==> src/rtl/irq_ctrl_pkg.sv <==
// Shared constants for the interrupt controller: register map and FSM encoding.
package irq_ctrl_pkg;

  localparam logic [1:0] ADDR_PEND = 2'd0;
  localparam logic [1:0] ADDR_MASK = 2'd1;
  localparam logic [1:0] ADDR_EDGE = 2'd2;
  localparam logic [1:0] ADDR_ID   = 2'd3;

  typedef enum logic [1:0] {
    ST_IDLE    = 2'd0,
    ST_REQ     = 2'd1,
    ST_SERVICE = 2'd2
  } state_t;

endpackage

==> src/rtl/irq_prio_enc.sv <==
// Fixed-priority encoder: lowest set index wins.
module irq_prio_enc #(
  parameter int N    = 8,
  parameter int ID_W = 4
) (
  input  logic [N-1:0]    req,
  output logic [ID_W-1:0] id,
  output logic            valid
);

  always_comb begin
    id    = '0;
    valid = 1'b0;
    // Scan downwards so the lowest asserted index is the last one written.
    for (int i = N - 1; i >= 0; i--) begin
      if (req[i]) begin
        id    = ID_W'(i);
        valid = 1'b1;
      end
    end
  end

endmodule

==> src/rtl/irq_ctrl.sv <==
// Non-nesting interrupt controller feeding a CP0 interrupt input.
module irq_ctrl
  import irq_ctrl_pkg::*;
#(
  parameter int N_SRC = 8,
  parameter int ID_W  = 4
) (
  input  logic              clk,
  input  logic              rst_n,
  input  logic [N_SRC-1:0]  src,
  input  logic              reg_we,
  input  logic [1:0]        reg_addr,
  input  logic [31:0]       reg_wdata,
  output logic [31:0]       reg_rdata,
  output logic              ir_out,
  input  logic              ir_ack,
  input  logic              eret
);

  logic [N_SRC-1:0] sync1, s, s_d;
  logic [N_SRC-1:0] pend, mask, edge_mode;
  logic [N_SRC-1:0] active, rise, clr, pend_next;
  logic [ID_W-1:0]  cand_id, id;
  logic             cand_vld, ack_take;
  state_t           state;
  logic             unused_wdata;

  assign unused_wdata = ^reg_wdata;

  assign active = pend & mask;

  irq_prio_enc #(.N(N_SRC), .ID_W(ID_W)) u_prio_enc (
    .req   (active),
    .id    (cand_id),
    .valid (cand_vld)
  );

  assign ack_take = (state == ST_REQ) && ir_ack && cand_vld;

  // Edge bits: a fresh rising edge beats any clear landing in the same cycle.
  always_comb begin
    rise = s & ~s_d;
    clr  = '0;
    if (reg_we && reg_addr == ADDR_PEND)
      clr = reg_wdata[N_SRC-1:0];
    if (ack_take)
      clr = clr | (N_SRC'(1) << cand_id);
    pend_next = (edge_mode & (rise | (pend & ~clr))) | (~edge_mode & s);
  end

  always_ff @(posedge clk or negedge rst_n) begin
    if (!rst_n) begin
      sync1     <= '0;
      s         <= '0;
      s_d       <= '0;
      pend      <= '0;
      mask      <= '0;
      edge_mode <= '0;
    end else begin
      sync1 <= src;
      s     <= sync1;
      s_d   <= s;
      pend  <= pend_next;
      if (reg_we && reg_addr == ADDR_MASK)
        mask <= reg_wdata[N_SRC-1:0];
      if (reg_we && reg_addr == ADDR_EDGE)
        edge_mode <= reg_wdata[N_SRC-1:0];
    end
  end

  always_ff @(posedge clk or negedge rst_n) begin
    if (!rst_n) begin
      state  <= ST_IDLE;
      ir_out <= 1'b0;
      id     <= '0;
    end else begin
      unique case (state)
        ST_IDLE: begin
          if (|active) begin
            state  <= ST_REQ;
            ir_out <= 1'b1;
          end
        end
        ST_REQ: begin
          if (ack_take) begin
            state  <= ST_SERVICE;
            ir_out <= 1'b0;
            id     <= cand_id;
          end else if (!(|active)) begin
            state  <= ST_IDLE;
            ir_out <= 1'b0;
          end
        end
        ST_SERVICE: begin
          ir_out <= 1'b0;
          if (eret)
            state <= ST_IDLE;
        end
        default: begin
          state  <= ST_IDLE;
          ir_out <= 1'b0;
        end
      endcase
    end
  end

  always_comb begin
    reg_rdata = '0;
    unique case (reg_addr)
      ADDR_PEND: reg_rdata = 32'(pend);
      ADDR_MASK: reg_rdata = 32'(mask);
      ADDR_EDGE: reg_rdata = 32'(edge_mode);
      ADDR_ID: begin
        if (state == ST_SERVICE) begin
          reg_rdata     = 32'(id);
          reg_rdata[31] = 1'b1;
        end
      end
      default: reg_rdata = '0;
    endcase
  end

endmodule

==> config.mk <==
export PLATFORM = sky130hd
export DESIGN_NAME = irq_ctrl
export DESIGN_NICKNAME = d
export VERILOG_FILES = /design/src/rtl/irq_ctrl_pkg.sv /design/src/rtl/irq_prio_enc.sv /design/src/rtl/irq_ctrl.sv
export SDC_FILE = /design/constraint.sdc
export NUM_CORES = 1
export LEC_CHECK = 0
export CORE_MARGIN = 2
export CORE_UTILIZATION = 41
export DETAILED_ROUTE_END_ITERATION = 8
export PLACE_DENSITY = 0.75
export SLEW_MARGIN = 0
export SYNTH_ARGS = -nofsm -noshare
export SYNTH_HDL_FRONTEND = slang
export SYNTH_SLANG_ARGS = --single-unit
==> constraint.sdc <==
create_clock -name clk -period 1.6 [get_ports clk]
set_clock_uncertainty 0.15 [all_clocks]
set_input_delay 0.32 -clock clk [delete_from_list [all_inputs] [get_ports clk]]
set_output_delay 0.32 -clock clk [all_outputs]
set_load 0.005 [all_outputs]
## Word level (Yosys, flattened, before mapping)

Cells that the tools add are included.

| storage, ports and cells | value |
|---|---|
| register bits | 55 |
| input port bits | 47 |
| output and inout port bits | 33 |
| logic and storage cells | 69 |

| operators by class | value |
|---|---|
| equal/unequal tests | 8 |
| shifts and indexed selects | 1 |
| muxes and demuxes | 29 |
| bitwise gates (word level) | 11 |
| reduce and logical (&&, ||, !) cells | 11 |

Operator list:

| kind | number |
|---|---|
| $pmux 32 s4 | 1 |
| $and 8x8->8 | 5 |
| $mux 32 | 1 |
| $mux 3 | 8 |
| $not 8->8 | 3 |
| $or 8x8->8 | 3 |
| $mux 8 | 2 |
| $mux 1 | 11 |
| $mux 2 | 4 |
| $reduce_or 8->1 | 1 |
| $shl 1x4->8 const A | 1 |
| $eq 2x2->1 const B | 3 |
| $pmux 2 s3 | 1 |
| $logic_and 1x1->1 | 5 |
| $eq 2x1->1 const B | 2 |
| $logic_not 2->1 | 2 |
| $ne 2x2->1 const B | 2 |
| $reduce_and 2->1 | 2 |
| $ne 3x3->1 const B | 1 |
| $reduce_and 3->1 | 1 |
| $pmux 1 s2 | 1 |

## Depth between registers and ports, before layout

| depth | value |
|---|---|
| depth in word-level cells | 17 |
| depth in mapped cells | 5 |
| depth with buffers taken out | 4 |

## Modules after synthesis

A second synthesis with hierarchy kept.

| unflattened totals | value |
|---|---|
| cells, all modules | 239 |
| area, all modules | 2513.7 µm² |

Modules (own cells, without submodules):

| module | times used | cells each | area an instance (µm²) | seq. area each (µm²) |
|---|---|---|---|---|
| irq_ctrl | 1 | 224 | 2422.3 | 1376.3 |
| irq_prio_enc | 1 | 15 | 91.3 | 0.0 |

## Least setup slack after synthesis

Ideal clock, no wire load.

| timing | value |
|---|---|
| path type | input to output |
| start | in reg_addr[0] |
| end | out reg_rdata[1] |
| arrival | 1.071 ns |
| data required time | 1.130 ns |
| setup slack | 0.059 ns |
| stages | 5 |
| buffers on the path | 2 |
| path through | buf_2 > buf_2 > a21oi_1 > a221oi_1 > nor2_1 |

| between the ends | value |
|---|---|
| cells in the longest elaborated chain, start to end | 2 |
| elaborated cells on any way between the ends | 5 |
| those cells by class | 3 x eq/ne; 1 x mux; 1 x reduce/logical |

Ends and longest elaborated chain:

| element | RTL line | text |
|---|---|---|
| from (decl) | irq_ctrl.sv:12 | `input logic [1:0] reg_addr,` |
| $eq 2x2->1 (tied with other cells) | irq_ctrl.sv:109 | `unique case (reg_addr)` |
| $pmux 32 s4 * | irq_ctrl.sv:109 |  |
| to (decl) | irq_ctrl.sv:14 | `output logic [31:0] reg_rdata,` |

Mark *: on every way between the ends. The rest lies on a longest branch, timed or not.

## Final worst setup path

| timing | value |
|---|---|
| start | reg state[0] |
| end | out reg_rdata[0] |

| between the ends | value |
|---|---|
| cells in the longest elaborated chain, start to end | 3 |

Ends and longest elaborated chain:

| element | RTL line | text |
|---|---|---|
| from (decl) | irq_ctrl.sv:25 | `state_t state;` |
| from (signal assigned) | irq_ctrl.sv:73 | `state <= ST_IDLE;` |
| from (signal assigned) | irq_ctrl.sv:80 | `state <= ST_REQ;` |
| from (signal assigned) | irq_ctrl.sv:86 | `state <= ST_SERVICE;` |
| $eq 2x2->1 | irq_ctrl.sv:114 | `if (state == ST_SERVICE) begin` |
| $mux 32 | irq_ctrl.sv:114 |  |
| $pmux 32 s4 | irq_ctrl.sv:109 |  |

No other way between the ends.

==> results.cfg <==
[floorplanning]
core_area_um2 = 5850
ioPinCount = 80
dieArea_um2 = 6610
core.rowCount = 28
die-width_um = 81.3
die_h_um = 81.3
start_util = 0.419

[power]
vdd_drop_max_mv = 0.508
pwr-share-clk = 0.230
internal_power_mw = 2.82
pwr-share-seq = 0.439
comb_power_share = 0.331
power_density_nw_per_um2 = 1210
p_total_mw = 4.07
total_leakage_power_nw = 1.56
swShare = 0.307
switchingPower_mw = 1.25

[detailed_routing]
wirelength_um = 5340
viasPerCell = 5.01
antenna_left = 0
vias = 1880
drtPass1Iterations = 4
drcViolationCount = 0
wl_per_cell_um = 14.2
drt_iter0_markers = 80

[synth]
synthesis.area_um2 = 2450
yosysWarningCount = 0
yosysTopAreaCell = dfrtp_1
syn_area_per_cell_um2 = 11.4
synth_top_area_share = 0.552
yosys.cell_types.count = 35
yosys-top-cells-area = dfrtp_1 (55%), mux2_2 (7.8%), buf_4 (7.1%)
synth_seq_cells = 54
seq_area_frac_synth = 0.552
syn-instance-count = 215

[final_layout]
regArea_um2 = 1350
multi_input_area_um2 = 1050
nNetsFinal = 346
areaGrowthSynthToFinish_pct = 36.8
n_fill_cell = 499
final_util = 0.573
drive_gt1_frac = 0.353
n_antenna_cell = 0

[global_route]
grt_max_degree = 55
grt_antenna_before_repair = 0
grt.busiest_layer = met2
met2_usage = 0.294
grt-ovfl-total = 0
use_met1 = 0.234
grt_pass1_vias = 1924
grt_first_pass_wirelength_um = 9050
gr-usage-met3 = 0.0356
grt_use_total = 0.178

[clock_tree]
cts_buffers = 5
cts_max_level = 2
root_buffer = clkbuf_8
cts.sinks = 54
cts_buffer_depth = 2
clkTransAtPathRegs_ns = 0.10
cts_tree = done
clk_latency_ns = 0.31

[placement]
gp_congestion = 0.862
dp_hpwl_um = 3700
io_buffers = 32
dp_slack_ns = -0.894

[critical_path]
cp_slowest_cell = dfrtp_1
crit_buf_inv = 2
cp_top_family = flip-flops
worstPathMaxFanout = 3
critical_path.cell_chain = nand2b_4 > nor2_4 > buf_4 > nand2_1 > a21oi_2 > buf_2
worst_ep_arrival_time_ns = 1.40
crit_type = register to output port
cp-end-kind = output port
worstPathRequired_ns = 1.13
start_kind = register
crit_path_max_incr_delay_ns = 0.39

[timing]
setup_slack_ns = -0.270
min_period_over_period = 1.17
finalSetupViolCount = 11
min_period_ns = 1.87
rsz0062_at_grt = true
slew_viol_final = 0
max_freq_mhz = 535
finalHoldViolCount = 0

[outcome]
violations = setup timing
outcome = complete, but fails checks

[worst_hold_path]
hold_class = register to register

[flow_run]
drv_cap = 0
[cell families after synthesis]
| kind of cell | Yosys count | synth area share |
|---|---|---|
| other | 1 | 0.00153 |
| buffers and inverters | 32 | 0.0858 |
| AO/OA/AOI/OAI | 53 | 0.153 |
| flip-flops | 54 | 0.552 |
| multiplexers | 22 | 0.0986 |
| AND/OR/NAND/NOR | 53 | 0.109 |
[worst paths after layout]
check | startpoint | to | slack [ns] | cells past startpoint
setup reg to reg | mask[0] | pend[1] | -0.04 | 5
max in group asynchronous | rst_n | mask[6] | 0.69 | 3
hold / removal | sync1[2] | s[2] | 0.19 | 0
min in group asynchronous | rst_n | s[2] | 0.37 | 3
hold reg to reg | sync1[2] | s[2] | 0.19 | 0
setup / recovery | state[0] | reg_rdata[0] | -0.27 | 6
[registers in the layout, summed over array words and instances, names as in the netlist]
name	flops
edge_mode	8
state	2
id	3
pend	8
mask	8
sync1	8
ir_out	1
s_d	8
s	8
[what timing repair did]
action,in CTS,in global routing
hold endpoints to repair,54,0
gates resized for setup,46,23
setup endpoints to repair,35,18
pin swaps,6,12
hold buffers,1,0
setup buffers,9,3
[layout by cell type, fill, tap and decap left out, types with 5 or more instances in the layout]
| cell type | netlist | final |
|---|---|---|
| dfrtp_1 | 54 | 54 |
| buf_4 | 23 | 41 |
| nand2_1 | 29 | 27 |
| conb_1 | 1 | 23 |
| clkdlybuf4s50_1 | 0 | 18 |
| mux2_2 | 17 | 17 |
| a21oi_1 | 16 | 13 |
| buf_6 | 0 | 8 |
| o21ai_0 | 12 | 6 |
| inv_1 | 5 | 5 |
| mux2i_1 | 5 | 5 |
| a21boi_0 | 5 | 5 |
| a31oi_1 | 5 | 5 |
| clkbuf_8 | 0 | 5 |
| buf_2 | 3 | 5 |
[layer usage]
layer | share of wire | vias to the layer above
li1 | - | 881
met1 | 0.43 | 922
met2 | 0.49 | 65
met3 | 0.054 | 12
met4 | 0.023 | 0
met5 | 0 | -
[metrics by stage]
stage | instance area, um^2 | hold WS [ns] | std cells | setup TNS [ns]
floorplan | 2530 | -0.126 | 237 | 0
global placement | 3060 | 0.182 | 355 | -19.59
detailed placement | 3060 | 0.185 | 355 | -19.90
CTS | 3260 | 0.201 | 372 | -1.51
global route | 3350 | 0.201 | 375 | -2.06
finish | 3350 | 0.192 | 375 | -1.32
[power groups by stage]
| stage | registers (mW) | clock network, mW | logic (mW) |
|---|---|---|---|
| after floorplan | 1.78 | 0 | 0.598 |
| after global placement | 1.77 | 0 | 1.17 |
| after detailed placement | 1.78 | 0 | 1.21 |
| after CTS | 1.77 | 0.969 | 1.25 |
| after global routing | 1.82 | 1.03 | 1.49 |
| final | 1.79 | 0.933 | 1.35 |
[layout make-up]
class / count / share of cell area
sequential: 54 / 0.403
inverter: 5 / 0.00560
clock buffer: 5 / 0.0205
multi-input combinational: 151 / 0.315
clock inverter: 3 / 0.0142
timing repair buffer: 82 / 0.214
tap: 75 / 0.0280
[synth_stat cells (all sizes together)]
library cell  number
a221oi             1
o21ai             12
nand2b             1
mux2              17
clkbuf             1
inv                5
mux2i              5
a21oi             16
o211ai             1
nor2               5
nand3b             3
a22o               2
a32o               2
a21boi             5
a2bb2oi            1
nor3b              1
nand2             30
and3b              1
buf               26
conb               1
nand4              2
nand3              1
and2               2
a31oi              6
nor3               6
dfrtp             54
and2b              1
a21o               1
a22oi              6
Note: power is estimated with default switching activity, not from simulation.
